--- config.mk ---
export PLATFORM = sky130hd
export DESIGN_NAME = multicycle_ctrl
export DESIGN_NICKNAME = d
export VERILOG_FILES = /design/src/rtl/ctrl_pkg.sv /design/src/rtl/alu_decoder.sv /design/src/rtl/multicycle_ctrl.sv
export SDC_FILE = /design/constraint.sdc
export NUM_CORES = 1
export LEC_CHECK = 0
export ABC_CLOCK_PERIOD_IN_PS = 5500
export CORE_MARGIN = 5
export CORE_UTILIZATION = 43
export DETAILED_ROUTE_END_ITERATION = 7
export GPL_TIMING_DRIVEN = 0
export MAX_ROUTING_LAYER = met4
export PLACE_DENSITY = 0.85
export SYNTH_ARGS = -nofsm -noshare
export SYNTH_HDL_FRONTEND = slang
export SYNTH_SLANG_ARGS = --single-unit
--- constraint.sdc ---
create_clock -name clk -period 5.5 [get_ports clk]
set_clock_uncertainty 0.05 [all_clocks]
set_input_delay 0.55 -clock clk [delete_from_list [all_inputs] [get_ports clk]]
set_output_delay 0.55 -clock clk [all_outputs]
set_load 0.05 [all_outputs]
--- src/rtl/ctrl_pkg.sv ---
// Shared constants and types for the multicycle control unit and its ALU decoder.
package ctrl_pkg;

    localparam int unsigned OPW = 6;
    localparam int unsigned FNW = 6;
    localparam int unsigned ACW = 3;

    localparam logic [OPW-1:0] OP_RTYPE = 6'b000000;
    localparam logic [OPW-1:0] OP_LW    = 6'b100011;
    localparam logic [OPW-1:0] OP_SW    = 6'b101011;
    localparam logic [OPW-1:0] OP_BEQ   = 6'b000100;
    localparam logic [OPW-1:0] OP_ADDI  = 6'b001000;
    localparam logic [OPW-1:0] OP_J     = 6'b000010;

    localparam logic [FNW-1:0] FN_ADD = 6'b100000;
    localparam logic [FNW-1:0] FN_SUB = 6'b100010;
    localparam logic [FNW-1:0] FN_AND = 6'b100100;
    localparam logic [FNW-1:0] FN_OR  = 6'b100101;

    // bit2 inverts B with carry-in, bit0 picks adder, bit1 picks AND over OR
    localparam logic [ACW-1:0] ALU_ADD = 3'b001;
    localparam logic [ACW-1:0] ALU_SUB = 3'b101;
    localparam logic [ACW-1:0] ALU_AND = 3'b010;
    localparam logic [ACW-1:0] ALU_OR  = 3'b000;

    typedef enum logic [1:0] {
        ALUOP_ADD,
        ALUOP_SUB,
        ALUOP_FUNCT
    } aluop_e;

    typedef enum logic [3:0] {
        ST_FETCH,
        ST_DECODE,
        ST_MEMADR,
        ST_MEMRD,
        ST_MEMWB,
        ST_MEMWR,
        ST_REXEC,
        ST_RWB,
        ST_BEQEX,
        ST_ADDIEX,
        ST_ADDIWB,
        ST_JEX,
        ST_ILLEGAL
    } state_e;

endpackage

--- src/rtl/alu_decoder.sv ---
// Maps the ALU operation class (and funct for R-type) onto the 3-bit ALU control word.
module alu_decoder
    import ctrl_pkg::*;
(
    input  aluop_e         aluop_i,
    input  logic [FNW-1:0] funct_i,
    output logic [ACW-1:0] alu_ctrl_o,
    output logic           bad_funct_o
);

    always_comb begin
        alu_ctrl_o  = ALU_ADD;
        bad_funct_o = 1'b0;
        case (aluop_i)
            ALUOP_ADD: alu_ctrl_o = ALU_ADD;
            ALUOP_SUB: alu_ctrl_o = ALU_SUB;
            ALUOP_FUNCT: begin
                case (funct_i)
                    FN_ADD:  alu_ctrl_o = ALU_ADD;
                    FN_SUB:  alu_ctrl_o = ALU_SUB;
                    FN_AND:  alu_ctrl_o = ALU_AND;
                    FN_OR:   alu_ctrl_o = ALU_OR;
                    default: bad_funct_o = 1'b1;
                endcase
            end
            default: bad_funct_o = 1'b0;
        endcase
    end

endmodule

--- src/rtl/multicycle_ctrl.sv ---
// Moore control FSM sequencing each instruction FETCH..WRITEBACK and driving datapath controls.
module multicycle_ctrl
    import ctrl_pkg::*;
(
    input  logic           clk,
    input  logic           reset,
    input  logic [OPW-1:0] opcode,
    input  logic [FNW-1:0] funct,
    input  logic           zero,
    output logic           ir_write,
    output logic           iord,
    output logic           mem_write,
    output logic           reg_write,
    output logic           reg_dst,
    output logic           mem_to_reg,
    output logic           alu_src_a,
    output logic [1:0]     alu_src_b,
    output logic [ACW-1:0] alu_ctrl,
    output logic [1:0]     pc_src,
    output logic           pc_en,
    output logic           illegal
);

    state_e         state_q, state_d;
    logic           illegal_q;
    aluop_e         aluop;
    logic [ACW-1:0] dec_alu_ctrl;
    logic           bad_funct;
    logic           ir_write_s, iord_s, mem_write_s, reg_write_s, reg_dst_s;
    logic           mem_to_reg_s, alu_src_a_s, pc_write_s, branch_s;
    logic [1:0]     alu_src_b_s, pc_src_s;

    alu_decoder u_alu_dec (
        .aluop_i     (aluop),
        .funct_i     (funct),
        .alu_ctrl_o  (dec_alu_ctrl),
        .bad_funct_o (bad_funct)
    );

    always_ff @(posedge clk or posedge reset) begin
        if (reset) begin
            state_q   <= ST_FETCH;
            illegal_q <= 1'b0;
        end else begin
            state_q   <= state_d;
            illegal_q <= illegal_q | (state_d == ST_ILLEGAL);
        end
    end

    always_comb begin
        state_d      = state_q;
        ir_write_s   = 1'b0;
        iord_s       = 1'b0;
        mem_write_s  = 1'b0;
        reg_write_s  = 1'b0;
        reg_dst_s    = 1'b0;
        mem_to_reg_s = 1'b0;
        alu_src_a_s  = 1'b0;
        alu_src_b_s  = 2'b00;
        pc_src_s     = 2'b00;
        pc_write_s   = 1'b0;
        branch_s     = 1'b0;
        aluop        = ALUOP_ADD;
        case (state_q)
            ST_FETCH: begin
                ir_write_s  = 1'b1;
                alu_src_b_s = 2'b01;
                pc_write_s  = 1'b1;
                state_d     = ST_DECODE;
            end
            ST_DECODE: begin
                alu_src_b_s = 2'b11;
                case (opcode)
                    OP_RTYPE:     state_d = ST_REXEC;
                    OP_LW, OP_SW: state_d = ST_MEMADR;
                    OP_BEQ:       state_d = ST_BEQEX;
                    OP_ADDI:      state_d = ST_ADDIEX;
                    OP_J:         state_d = ST_JEX;
                    default:      state_d = ST_ILLEGAL;
                endcase
            end
            ST_MEMADR: begin
                alu_src_a_s = 1'b1;
                alu_src_b_s = 2'b10;
                state_d     = (opcode == OP_LW) ? ST_MEMRD : ST_MEMWR;
            end
            ST_MEMRD: begin
                iord_s  = 1'b1;
                state_d = ST_MEMWB;
            end
            ST_MEMWB: begin
                reg_write_s  = 1'b1;
                mem_to_reg_s = 1'b1;
                state_d      = ST_FETCH;
            end
            ST_MEMWR: begin
                iord_s      = 1'b1;
                mem_write_s = 1'b1;
                state_d     = ST_FETCH;
            end
            ST_REXEC: begin
                alu_src_a_s = 1'b1;
                aluop       = ALUOP_FUNCT;
                state_d     = bad_funct ? ST_ILLEGAL : ST_RWB;
            end
            ST_RWB: begin
                reg_write_s = 1'b1;
                reg_dst_s   = 1'b1;
                state_d     = ST_FETCH;
            end
            ST_BEQEX: begin
                alu_src_a_s = 1'b1;
                aluop       = ALUOP_SUB;
                pc_src_s    = 2'b01;
                branch_s    = 1'b1;
                state_d     = ST_FETCH;
            end
            ST_ADDIEX: begin
                alu_src_a_s = 1'b1;
                alu_src_b_s = 2'b10;
                state_d     = ST_ADDIWB;
            end
            ST_ADDIWB: begin
                reg_write_s = 1'b1;
                state_d     = ST_FETCH;
            end
            ST_JEX: begin
                pc_src_s   = 2'b10;
                pc_write_s = 1'b1;
                state_d    = ST_FETCH;
            end
            ST_ILLEGAL: state_d = ST_ILLEGAL;
            default:    state_d = ST_ILLEGAL;
        endcase
    end

    // reset masks every enable/select immediately, independent of the state register
    always_comb begin
        ir_write   = 1'b0;
        iord       = 1'b0;
        mem_write  = 1'b0;
        reg_write  = 1'b0;
        reg_dst    = 1'b0;
        mem_to_reg = 1'b0;
        alu_src_a  = 1'b0;
        alu_src_b  = 2'b00;
        pc_src     = 2'b00;
        pc_en      = 1'b0;
        alu_ctrl   = ALU_ADD;
        if (!reset) begin
            ir_write   = ir_write_s;
            iord       = iord_s;
            mem_write  = mem_write_s;
            reg_write  = reg_write_s;
            reg_dst    = reg_dst_s;
            mem_to_reg = mem_to_reg_s;
            alu_src_a  = alu_src_a_s;
            alu_src_b  = alu_src_b_s;
            pc_src     = pc_src_s;
            pc_en      = pc_write_s | (branch_s & zero);
            alu_ctrl   = dec_alu_ctrl;
        end
    end

    assign illegal = illegal_q;

endmodule
==> impl_table.tex <==
\begin{tabular}{lr}
\hline
Metric & Value \\
\hline
\multicolumn{2}{l}{\textbf{Run status}} \\
\quad Outcome & completed \\
\multicolumn{2}{l}{\textbf{Critical path}} \\
\quad Crit path launch & state\_q[2] \\
\quad Cell at the slowest stage of the critical path & sky130\_fd\_sc\_hd\_\_clkdlybuf4s50\_1 \\
\quad Critical path class & reg -> out \\
\quad Critical path required time & 4.90 ns \\
\quad CP Capture Type & primary output \\
\quad Worst reg-to-reg setup slack & 3.44 ns \\
\quad Critical path launch point type & flip-flop \\
\quad Ordered cell list for the critical path & clkbuf\_1, nor2\_1, nand2\_1, ha\_1, nand4b\_1, nor3b\_1, o21a\_1, clkdlybuf4s50\_1 \\
\quad Terminus of the critical flop-to-flop path & illegal \\
\quad Worst Setup EP & alu\_ctrl[2] \\
\quad Crit-path max FO & 10 \\
\quad Data arrival at the endpoint of the critical path & 2.89 ns \\
\quad Crit Reg-Reg Startpoint & state\_q[2] \\
\quad Number of cell instances on the worst register-to-register path & 7 \\
\quad Max incr delay on CP & 0.79 ns \\
\multicolumn{2}{l}{\textbf{Pwr}} \\
\quad Logic pwr share & 75.8\% \\
\quad Worst IR drop on VDD & 0.000304 V \\
\quad Switching power total & 0.251 mW \\
\quad Fraction of power consumed by sequential logic & 15.3\% \\
\quad Switch share & 54.3\% \\
\quad Lkg Pwr & 0.368 nW \\
\quad Clock Power Share & 8.8\% \\
\quad Cell Int Power & 0.212 mW \\
\quad PwrDens & 456 nW/um2 \\
\multicolumn{2}{l}{\textbf{GRT}} \\
\quad Global routing usage on met3 & 4.82\% \\
\quad Met1 demand-to-capacity share in global routing & 19.7\% \\
\quad Gr usage total & 16.5\% \\
\quad Number of antenna violations at the first check in global routing & 0 \\
\quad GRT Max-Usage Layer & met2 \\
\quad Pin count of the biggest net entering global routing & 11 \\
\quad Via count of the first global-routing pass & 743 \\
\quad Met2 Use GR & 27.9\% \\
\quad Global-route wire length before repair & 3240 um \\
\quad Total global routing overflow & 0 \\
\multicolumn{2}{l}{\textbf{STA}} \\
\quad Final period util & 63.4\% \\
\quad Final Critical Period & 3.49 ns \\
\quad Achievable frequency & 287 MHz \\
\quad Worst hold margin & 0.421 ns \\
\quad Fin Setup TNS & 0 ns \\
\quad Tightest Pin Transition & 0.511 ns \\
\quad Setup ws final & 2.01 ns \\
\quad Max-slew violation count & 0 \\
\quad Number of endpoints with negative hold slack in the final report & 0 \\
\quad Endpoints failing setup & 0 \\
\quad Unrepaired setup endpoints after global routing & no \\
\quad Max\_slew headroom & 65.8\% \\
\multicolumn{2}{l}{\textbf{Synth}} \\
\quad FF+latch count, synth & 5 \\
\quad EDFF count, synth & 0 \\
\quad Cells taking the most area after synthesis & sky130\_fd\_sc\_hd\_\_dfrtp\_1 (19\%), sky130\_fd\_sc\_hd\_\_nor2\_1 (6.7\%), sky130\_fd\_sc\_hd\_\_nor3\_1 (6.0\%), sky130\_fd\_sc\_hd\_\_nand2\_1 (5.0\%), sky130\_fd\_sc\_hd\_\_o311ai\_4 (3.9\%) \\
\quad Post-Synthesis Cell Area & 669 um2 \\
\quad Gate count after technology mapping & 90 \\
\quad Ys async rst share & 100\% \\
\quad Proportion of netlist area held by the largest area contributor & 18.7\% \\
\quad Number of distinct library cells after synthesis & 40 \\
\quad Most instantiated library cell after synthesis & sky130\_fd\_sc\_hd\_\_nor2\_1 \\
\quad Most numerous cell types in the synthesized netlist & sky130\_fd\_sc\_hd\_\_nor2\_1 (12), sky130\_fd\_sc\_hd\_\_nand2\_1 (9), sky130\_fd\_sc\_hd\_\_nor3\_1 (8), sky130\_fd\_sc\_hd\_\_dfrtp\_1 (5) \\
\quad Ys Warns & 0 \\
\quad Top\_reg\_cell synth & sky130\_fd\_sc\_hd\_\_dfrtp\_1 \\
\quad Library cell with the largest summed area after synthesis & sky130\_fd\_sc\_hd\_\_dfrtp\_1 \\
\quad Part of the Yosys area used for sequential elements & 18.7\% \\
\quad Avg Inst Size Synth & 7.44 um2 \\
\quad Synth Net Count & 107 \\
\multicolumn{2}{l}{\textbf{CTS}} \\
\quad Root buffer selected by CTS & sky130\_fd\_sc\_hd\_\_clkbuf\_4 \\
\quad Hold Buf Count CTS & 0 \\
\quad TritonCTS clock tree & yes \\
\quad Clock H-tree levels & 1 \\
\quad Clk slew on worst S/H paths & 0.04 ns \\
\quad Skew-Pair Late Insertion Delay & 0.24 ns \\
\quad Longest Clk Path Bufs & 2 \\
\quad Count of cells resized by post-cts repair & 0 \\
\quad CTS Buf Count & 3 \\
\quad Clock sinks & 5 \\
\quad Buffer count from post-CTS setup fixing & 0 \\
\multicolumn{2}{l}{\textbf{Floorplan}} \\
\quad Full die area & 2450 um2 \\
\quad Die W & 49.5 um \\
\quad Site row count & 14 \\
\quad Core region area & 1490 um2 \\
\quad Height of the chip & 49.5 um \\
\quad Initial Utilization & 45.0\% \\
\quad Number of top-level design ports & 31 \\
\multicolumn{2}{l}{\textbf{Layout}} \\
\quad Design Area, Final & 1020 um2 \\
\quad Nets@finish & 142 \\
\quad Diodes inserted & 0 \\
\quad Share of layout cells above drive strength 1 & 10.5\% \\
\quad Area growth, synth to finish & 51.8\% \\
\multicolumn{2}{l}{\textbf{Placed design}} \\
\quad Place WS & 2.27 ns \\
\quad Final estimated routing congestion in global placement & 0.909 \\
\quad Input/output buffers & 30 \\
\quad Placed wire-length estimate & 1520 um \\
\quad Placed Instance Area & 990 um2 \\
\multicolumn{2}{l}{\textbf{Routing}} \\
\quad Remaining antenna violation count & 0 \\
\quad Avg WL per Cell & 13.1 um \\
\quad Remaining routing DRC violations & 0 \\
\quad Pre-antenna DRT Iters & 4 \\
\quad Count of routing violations after the opening detailed-route iteration & 16 \\
\quad Total vias in the final route & 806 \\
\quad Post-detailed-routing wire length & 1830 um \\
\quad Number of vias per cell & 5.76 \\
\multicolumn{2}{l}{\textbf{Hold path}} \\
\quad Class of the worst hold path & reg -> reg \\
\multicolumn{2}{l}{\textbf{Job}} \\
\quad MaxCap Viol Count & 0 \\
\hline
\end{tabular}
[cell type report]
type | count | area, um2
inverter | 4 | 15.0
tap | 16 | 20.0
buffer | 5 | 27.5
multi-input combinational | 76 | 502
fill | 126 | 473
sequential | 5 | 125
clock buffer | 4 | 26.3
timing repair buffer | 30 | 300
[worst min path at each step]
stage,start,to,slack [ns],depth (start not counted)
final,illegal,illegal,0.42,1
after global routing,illegal,illegal,0.46,1
after CTS,illegal,illegal,0.42,1
after detailed placement,illegal,illegal,0.41,1
after global placement,illegal,illegal,0.40,1
after floorplan,reset,illegal,0.28,1
[kinds of logic after synthesis]
| kind of cell | after synthesis | share of synthesized area, % |
|---|---|---|
| AND/OR/NAND/NOR | 50 | 41.5 |
| AO/OA/AOI/OAI | 22 | 27.1 |
| buffers and inverters | 9 | 6.35 |
| flip-flops | 5 | 18.7 |
| XOR/XNOR | 2 | 2.62 |
| adder cells (fa/ha/maj) | 2 | 3.74 |
[critical path, delay by kind of cell, from the launching register on]
family	cells	cell delay, ns
and+or+nand+nor	4	0.62
adders and majority gates	1	0.20
AOI/OAI and AO/OA	1	0.13
DFF	1	0.49
buffers and inverters	2	1.19
[layer usage]
layer  routed length (um)  up-vias  part of all wire (%)
li1                     -      409                     -
met1                  788      371                    43
met2                  912       24                    50
met3                  128        2                   7.0
met4                    4        0                  0.22
met5                    0        -                     0
[power by group through the flow]
stage | clock (mW) | combinational [mW] | sequential (mW)
2_1_floorplan | 0 | 0.260 | 0.0668
3_3_place_gp | 0 | 0.347 | 0.0707
3_5_place_dp | 0 | 0.351 | 0.0708
4_1_cts | 0.0423 | 0.352 | 0.0703
5_1_grt | 0.0478 | 0.382 | 0.0742
6_report | 0.0409 | 0.351 | 0.0710
[cells in the final DEF, fill, tap and decap left out, types with 2 or more instances in the layout]
| cell type | netlist | routed |
|---|---|---|
| sky130_fd_sc_hd__clkdlybuf4s50_1 | 0 | 30 |
| sky130_fd_sc_hd__inv_1 | 3 | 3 |
| sky130_fd_sc_hd__o21a_1 | 3 | 3 |
| sky130_fd_sc_hd__a211oi_1 | 2 | 2 |
| sky130_fd_sc_hd__ha_1 | 2 | 2 |
| sky130_fd_sc_hd__nand3b_1 | 2 | 2 |
| sky130_fd_sc_hd__nor2_1 | 12 | 12 |
| sky130_fd_sc_hd__nor3_1 | 8 | 8 |
| sky130_fd_sc_hd__dfrtp_1 | 5 | 5 |
| sky130_fd_sc_hd__nand2_1 | 9 | 9 |
| sky130_fd_sc_hd__o21ai_0 | 3 | 3 |
| sky130_fd_sc_hd__nor4_1 | 3 | 3 |
| sky130_fd_sc_hd__a21oi_1 | 2 | 2 |
| sky130_fd_sc_hd__xor2_1 | 2 | 2 |
| sky130_fd_sc_hd__clkbuf_4 | 0 | 3 |
| sky130_fd_sc_hd__clkbuf_1 | 3 | 4 |
| sky130_fd_sc_hd__nand2b_1 | 3 | 3 |
| sky130_fd_sc_hd__nand3_1 | 3 | 3 |
| sky130_fd_sc_hd__a31oi_1 | 2 | 2 |
[through the flow]
step	cells	utilization, %	power (mW)
after detailed placement	136	66.5	0.421
final	140	68.2	0.463
after global routing	140	68.2	0.504
after global placement	136	66.5	0.417
after CTS	140	68.2	0.465
after floorplan	90	-	0.327
[registers in the layout, indices dropped and copies added (netlist names)]
signal	cells
state_q	4
illegal	1
(Power assumes the default switching activity.)
